===== src/rtl/piso_serializer.sv =====
`default_nettype none
// ============================================================================
// Module   : piso_serializer
// Brief    : Parallel-in serial-out transmitter with valid/ready word intake.
// Revision : 1.0  initial release
// ============================================================================
module piso_serializer #(
    parameter int WIDTH     = 4,
    parameter bit LSB_FIRST = 1'b1
) (
    input  logic             clk,
    input  logic             rst,
    input  logic [WIDTH-1:0] din,
    input  logic             din_valid,
    output logic             din_ready,
    output logic             so,
    output logic             so_valid,
    output logic             so_last,
    output logic             busy
);

    localparam int                 c_CNT_W = $clog2(WIDTH);
    localparam logic [c_CNT_W-1:0] c_LAST  = c_CNT_W'(WIDTH - 1);

    typedef enum logic [0:0] {
        S_IDLE  = 1'b0,
        S_SHIFT = 1'b1
    } state_t;

    state_t             r_state;
    logic [WIDTH-1:0]   r_shreg;
    logic [c_CNT_W-1:0] r_cnt;
    logic               r_so;
    logic               r_so_valid;
    logic               r_so_last;
    logic               r_busy;

    logic               w_accept;
    logic               w_first;
    logic               w_next;
    logic [WIDTH-1:0]   w_shifted;
    logic [c_CNT_W-1:0] w_cnt_nxt;

    // Ready depends only on registered state (and reset), never on din_valid.
    assign din_ready = ~rst & ((r_state == S_IDLE) | r_so_last);
    assign w_accept  = din_valid & din_ready;

    assign w_first   = LSB_FIRST ? din[0]     : din[WIDTH-1];
    assign w_next    = LSB_FIRST ? r_shreg[1] : r_shreg[WIDTH-2];
    assign w_shifted = LSB_FIRST ? {1'b0, r_shreg[WIDTH-1:1]}
                                 : {r_shreg[WIDTH-2:0], 1'b0};
    assign w_cnt_nxt = r_cnt + 1'b1;

    always_ff @(posedge clk or posedge rst) begin
        if (rst) begin
            r_state    <= S_IDLE;
            r_shreg    <= '0;
            r_cnt      <= '0;
            r_so       <= 1'b0;
            r_so_valid <= 1'b0;
            r_so_last  <= 1'b0;
            r_busy     <= 1'b0;
        end else begin
            case (r_state)
                S_IDLE: begin
                    if (w_accept) begin
                        r_state    <= S_SHIFT;
                        r_shreg    <= din;
                        r_cnt      <= '0;
                        r_so       <= w_first;
                        r_so_valid <= 1'b1;
                        r_so_last  <= 1'b0;
                        r_busy     <= 1'b1;
                    end
                end
                S_SHIFT: begin
                    if (!r_so_last) begin
                        r_shreg   <= w_shifted;
                        r_cnt     <= w_cnt_nxt;
                        r_so      <= w_next;
                        r_so_last <= (w_cnt_nxt == c_LAST);
                    end else if (w_accept) begin
                        // Reload on the final-bit edge so words stream gap-free.
                        r_shreg   <= din;
                        r_cnt     <= '0;
                        r_so      <= w_first;
                        r_so_last <= 1'b0;
                    end else begin
                        r_state    <= S_IDLE;
                        r_shreg    <= '0;
                        r_cnt      <= '0;
                        r_so       <= 1'b0;
                        r_so_valid <= 1'b0;
                        r_so_last  <= 1'b0;
                        r_busy     <= 1'b0;
                    end
                end
                default: r_state <= S_IDLE;
            endcase
        end
    end

    assign so       = r_so;
    assign so_valid = r_so_valid;
    assign so_last  = r_so_last;
    assign busy     = r_busy;

endmodule
`default_nettype wire


===== config.mk =====
export PLATFORM = sky130hd
export DESIGN_NAME = piso_serializer
export DESIGN_NICKNAME = d
export VERILOG_FILES = /design/src/rtl/piso_serializer.sv
export SDC_FILE = /design/constraint.sdc
export NUM_CORES = 1
export LEC_CHECK = 0
export ABC_AREA = 1
export CORE_AREA = 10 10 47 49
export DETAILED_ROUTE_END_ITERATION = 6
export DIE_AREA = 0 0 57 59
export GPL_TIMING_DRIVEN = 0
export MAX_ROUTING_LAYER = met4
export SLEW_MARGIN = 15
export SYNTH_ARGS = -nofsm -noshare
export SYNTH_HDL_FRONTEND = slang
export SYNTH_SLANG_ARGS = --single-unit

===== constraint.sdc =====
create_clock -name clk -period 1.2 [get_ports clk]
set_input_delay 0.24 -clock clk [delete_from_list [all_inputs] [get_ports clk]]
set_output_delay 0.24 -clock clk [all_outputs]
set_load 0.005 [all_outputs]

# --- Word level (Yosys, flattened, before mapping) ---
# Index checks and enable logic that the tools add are counted.
totals:
  ff_bits: 10
  input_bits: 7
  output_inout_bits: 5
  elab_cells: 38
classes:
  add_sub_neg: 1
  eq_ne: 4
  muxes: 21
  bitwise: 5
  reduce_logical: 1
ops:
  columns: ["cell", "count"]
  rows:
  - ["4-bit 2-to-1 mux", 3]
  - ["1-bit 2-to-1 mux", 10]
  - ["1-bit case mux with 2 select lines", 4]
  - ["4-bit case mux with 2 select lines", 1]
  - ["2-bit 2-to-1 mux", 2]
  - ["2-bit != test (second input constant)", 2]
  - ["2-bit case mux with 2 select lines", 1]
  - ["3-bit AND reduction", 1]
  - ["2-bit by 1-bit adder with 2-bit output (second input constant)", 1]
  - ["1-bit AND", 2]
  - ["2-bit == test (second input constant)", 1]
  - ["2-bit by 1-bit != test with 1-bit output (second input constant)", 1]
  - ["1-bit NOT", 2]
  - ["1-bit bitwise OR", 1]

# --- Depth between registers and ports, before layout ---
logic_depth:
  word_depth: 7
  mapped_depth: 6
  mapped_depth_nobuf: 6

# --- Worst setup path before layout ---
# No wires, ideal clock.
synth_path:
  path_kind: "register to output"
  startpoint: "register r_state"
  endpoint: "output din_ready"
  arrival_time_ns: 0.672
  t_required_ns: 0.960
  slack_ns: 0.288
  stages_incl_launch_ff: 4
  n_path_buf: 0
  path_cell_list: "dfrtp_1 nand2_4 inv_2 nor2_2"
synth_between:
  elab_chain_cells: 3
synth_lines:
  columns: ["element", "line_no", "source"]
  rows:
  - ["start, declared", "30", "state_t r_state;"]
  - ["start signal, assigned", "56", "r_state <= S_IDLE;"]
  - ["start signal, assigned", "67", "r_state <= S_SHIFT;"]
  - ["start signal, assigned", "89", "r_state <= S_IDLE;"]
  - ["1-bit NOT", null, null]
  - ["1-bit bitwise OR", "45", "assign din_ready = ~rst & ((r_state == S_IDLE) | r_so_last);"]
  - ["1-bit AND", "45", null]
  - ["end, declared", "15", "output logic din_ready,"]
# Every way passes these cells.

# --- Final worst setup path ---
# Same ends and word-level chain as after synthesis.

==> summary.txt <==
Run status
  – Status: finished with violations
  – Violated checks: negative setup slack

Placement
  – Post-DP Area: 563 um2
  – RD Place Congestion: 0.719
  – Dpl cells: 74
  – Port Buf Inserts: 11
  – Hpwl dp: 682 um

Synth
  – Synth top area cells: dfrtp_1 (52%), nand3_1 (13%), nand4_1 (5.8%), nand2_1 (5.2%), inv_2 (4.3%)
  – Synthesized area per cell: 9.21 um2
  – Syn nets: 55
  – Sequential share of the synthesized area: 52.0%
  – Top_reg_cell synth: dfrtp_1
  – Most common cell in the synthesized netlist: nand3_1
  – Yosys reg bits: 9
  – Top cells by count, synth: nand3_1 (11), dfrtp_1 (9), nand2_1 (6)
  – Yosys cell types: 15
  – Synth area leader: dfrtp_1
  – Async S/R FF share, synth: 100%
  – Post-synth EDFFs: 0
  – YS warnings: 0
  – Top cell type's share of synthesized area: 52.0%
  – Syn Std Cell Area: 433 um2
  – Synth Instances: 47

STA
  – Minimum clock period: 1.24 ns
  – FMAX: 808 MHz
  – Worst hold slack: slightly above 0.009 ns
  – Final Max Slew Viols: 0
  – RSZ-0062 raised after global routing: true
  – Slew @ Worst Pin: around 0.36 ns
  – Setup ws final: -0.0378 ns
  – Final period util: 103%
  – Final Hold Viols: 0
  – # setup viols final: 1
  – Slew margin rel.: 75.9%
  – Clock Skews: 0.00304 ns

Cells and area
  – Final non-filler cell total: 81
  – Fin nets: 74
  – Layout cells sized above 1: 30.8%
  – Area grow syn2layout: 42.8%
  – Ant diodes: 0
  – Final Cell Area: 618 um2

Route
  – Drt pass-1 iters: 4
  – Via count: a little under 400
  – DR DRC count: 0
  – Final Routed Wirelength: 984 um
  – Post-DRT Antenna Nets: 0
  – DRT iter0 DRCs: 12
  – Mean routed wirelength per cell: 12.1 um
  – Via-to-Cell Ratio: 4.85

Floorplan
  – Die ar.: roughly 3400 um2
  – Initial core utilization: between 30% and 40%
  – Io pins: 12
  – Cell row count: 14
  – Die Wd: ~57 um
  – Die extent in y: between 50 and 60 um
  – Core Region: 1400 um2

Critical path
  – Crit Path Max Fanout: 2
  – WP data required: 0.96 ns
  – Worst Path Arrival: 1.00 ns
  – Critical path cell sequence: nand2_4 -> inv_4 -> nor2_4 -> buf_2
  – Slowest stage cell, crit path: dfrtp_1
  – Worst path max stage delay: 0.41 ns
  – Cell family with most CP delay: flip-flops
  – Critical path startpoint category: register
  – CP bufs+invs: 2
  – Kind of end point of the critical path: output pin
  – CP Class: reg2out

Power and ir drop
  – Clock network power share: 16.1%
  – Peak supply drop: 0.816 mV
  – Power Dens Cells: 2330 nW/um2
  – Psw: 562 uW
  – Comb power frac: 48.4%
  – Sw frac: 39.0%
  – Part of the power in registers: a little over a third
  – Leak: 0.000316 uW
  – Pint: 878 uW
  – Total Power: 1440 uW

Clocking
  – CTS sink cnt: 9
  – Clock root buffer: clkbuf_4
  – Clock buffer depth: 2
  – Cts bufs inserted: 3
  – CTS clk-pin slew, worst paths: 0.06 ns
  – Worst-Skew Late Latency: roughly 0.26 ns
  – Htree depth: 1
  – TritonCTS clock tree: built

Global route
  – Largest net degree at the start of global routing: 15
  – Initial antenna violation count: 0
  – Total grt overflow: 0
  – First-pass GRT wire length: approximately 1800 um
  – Vias in the first global route: between 300 and 400
  – GRT Util Overall: 7.00%

Hold path
  – Hold Path Class: in2async

Flow run
  – Max_cap viols: 0
-- area by class of cell --
cell class / count / area [um2]
Buffer: 1 / 7.51
Clock buffer: 4 / 26.3
Fill cell: 155 / 783
Inverter: 7 / 31.3
Multi-Input combinational cell: 30 / 186
Sequential cell: 9 / 225
Tap cell: 16 / 20.0
Timing Repair Buffer: 14 / 121
-- registers in the layout (all words and copies together), names as in the netlist --
| name | cells |
|---|---|
| so_last | 1 |
| r_shreg | 3 |
| r_state | 1 |
| r_cnt | 2 |
| so | 1 |
| busy | 1 |
-- routing by layer --
metal | up-vias | global-route usage [%] | wire, um
li1 | 197 | - | -
met1 | 178 | 8.18 | 438
met2 | 16 | 9.15 | 418
met3 | 2 | 4.51 | 114
met4 | 0 | 3.02 | 12
met5 | - | - | 0
-- placed cells by master, fill, tap and decap left out, drive strengths merged --
cell,instances
dlymetal6s2s,2
clkdlybuf4s50,4
clkdlybuf4s15,1
buf,7
nand4,4
dlygate4sd2,1
a21oi,1
inv,7
nor2,2
o21ai,3
dfrtp,9
nand3,12
nand2,7
clkbuf,4
ha,1
-- per-stage QoR --
| stage | utilization [%] | setup slack, ns | setup TNS, ns |
|---|---|---|---|
| floorplan | - | 0.288 | 0 |
| global placement | 40.2 | -0.451 | -2.92 |
| detailed placement | 40.2 | -0.440 | -2.94 |
| CTS | 42.6 | -0.0733 | -0.476 |
| global route | 44.1 | -0.0848 | -0.0848 |
| finish | 44.1 | -0.0378 | -0.0378 |
-- power groups by stage --
stage	clock [uW]	sequential [uW]	combinational, uW
final	231	511	697
after global routing	259	531	794
after CTS	245	512	677
after detailed placement	0	523	621
after global placement	0	517	621
after floorplan	0	518	367
-- cells by family (layout without fill, tap and decap cells) --
logic type / Yosys count / count (layout) / synth area share [%]
AND/OR/NAND/NOR: 25 / 25 / 30.9
AO/OA/AOI/OAI: 4 / 4 / 6.36
adder cells (fa/ha/maj): 1 / 1 / 2.89
buffers and inverters: 8 / 26 / 7.81
flip-flops: 9 / 9 / 52.0
-- path summary, 6_finish.rpt --
| kind | from | end | slack [ns] | cells after the start |
|---|---|---|---|---|
| worst max-delay path | r_state | din_ready | -0.04 | 4 |
| worst min-delay path | rst | r_shreg[1] | 0.009 | 2 |
| worst max register to register | r_state | r_cnt[0] | 0.11 | 5 |
| worst min register to register | r_shreg[2] | r_shreg[1] | 0.49 | 2 |
| max in group asynchronous | rst | r_cnt[0] | 1.03 | 2 |
| min in group clk | rst | r_state | 0.36 | 2 |
-- what timing repair did --
item                                    in CTS  in global routing
buffers inserted                             3                  0
hold buffers                                 0                  0
gates cloned                                 0                  0
endpoints found under the setup margin      12                  9
pin swaps                                    1                  1
resized for setup                           15                  7
Power figures use the tool's default switching activity.
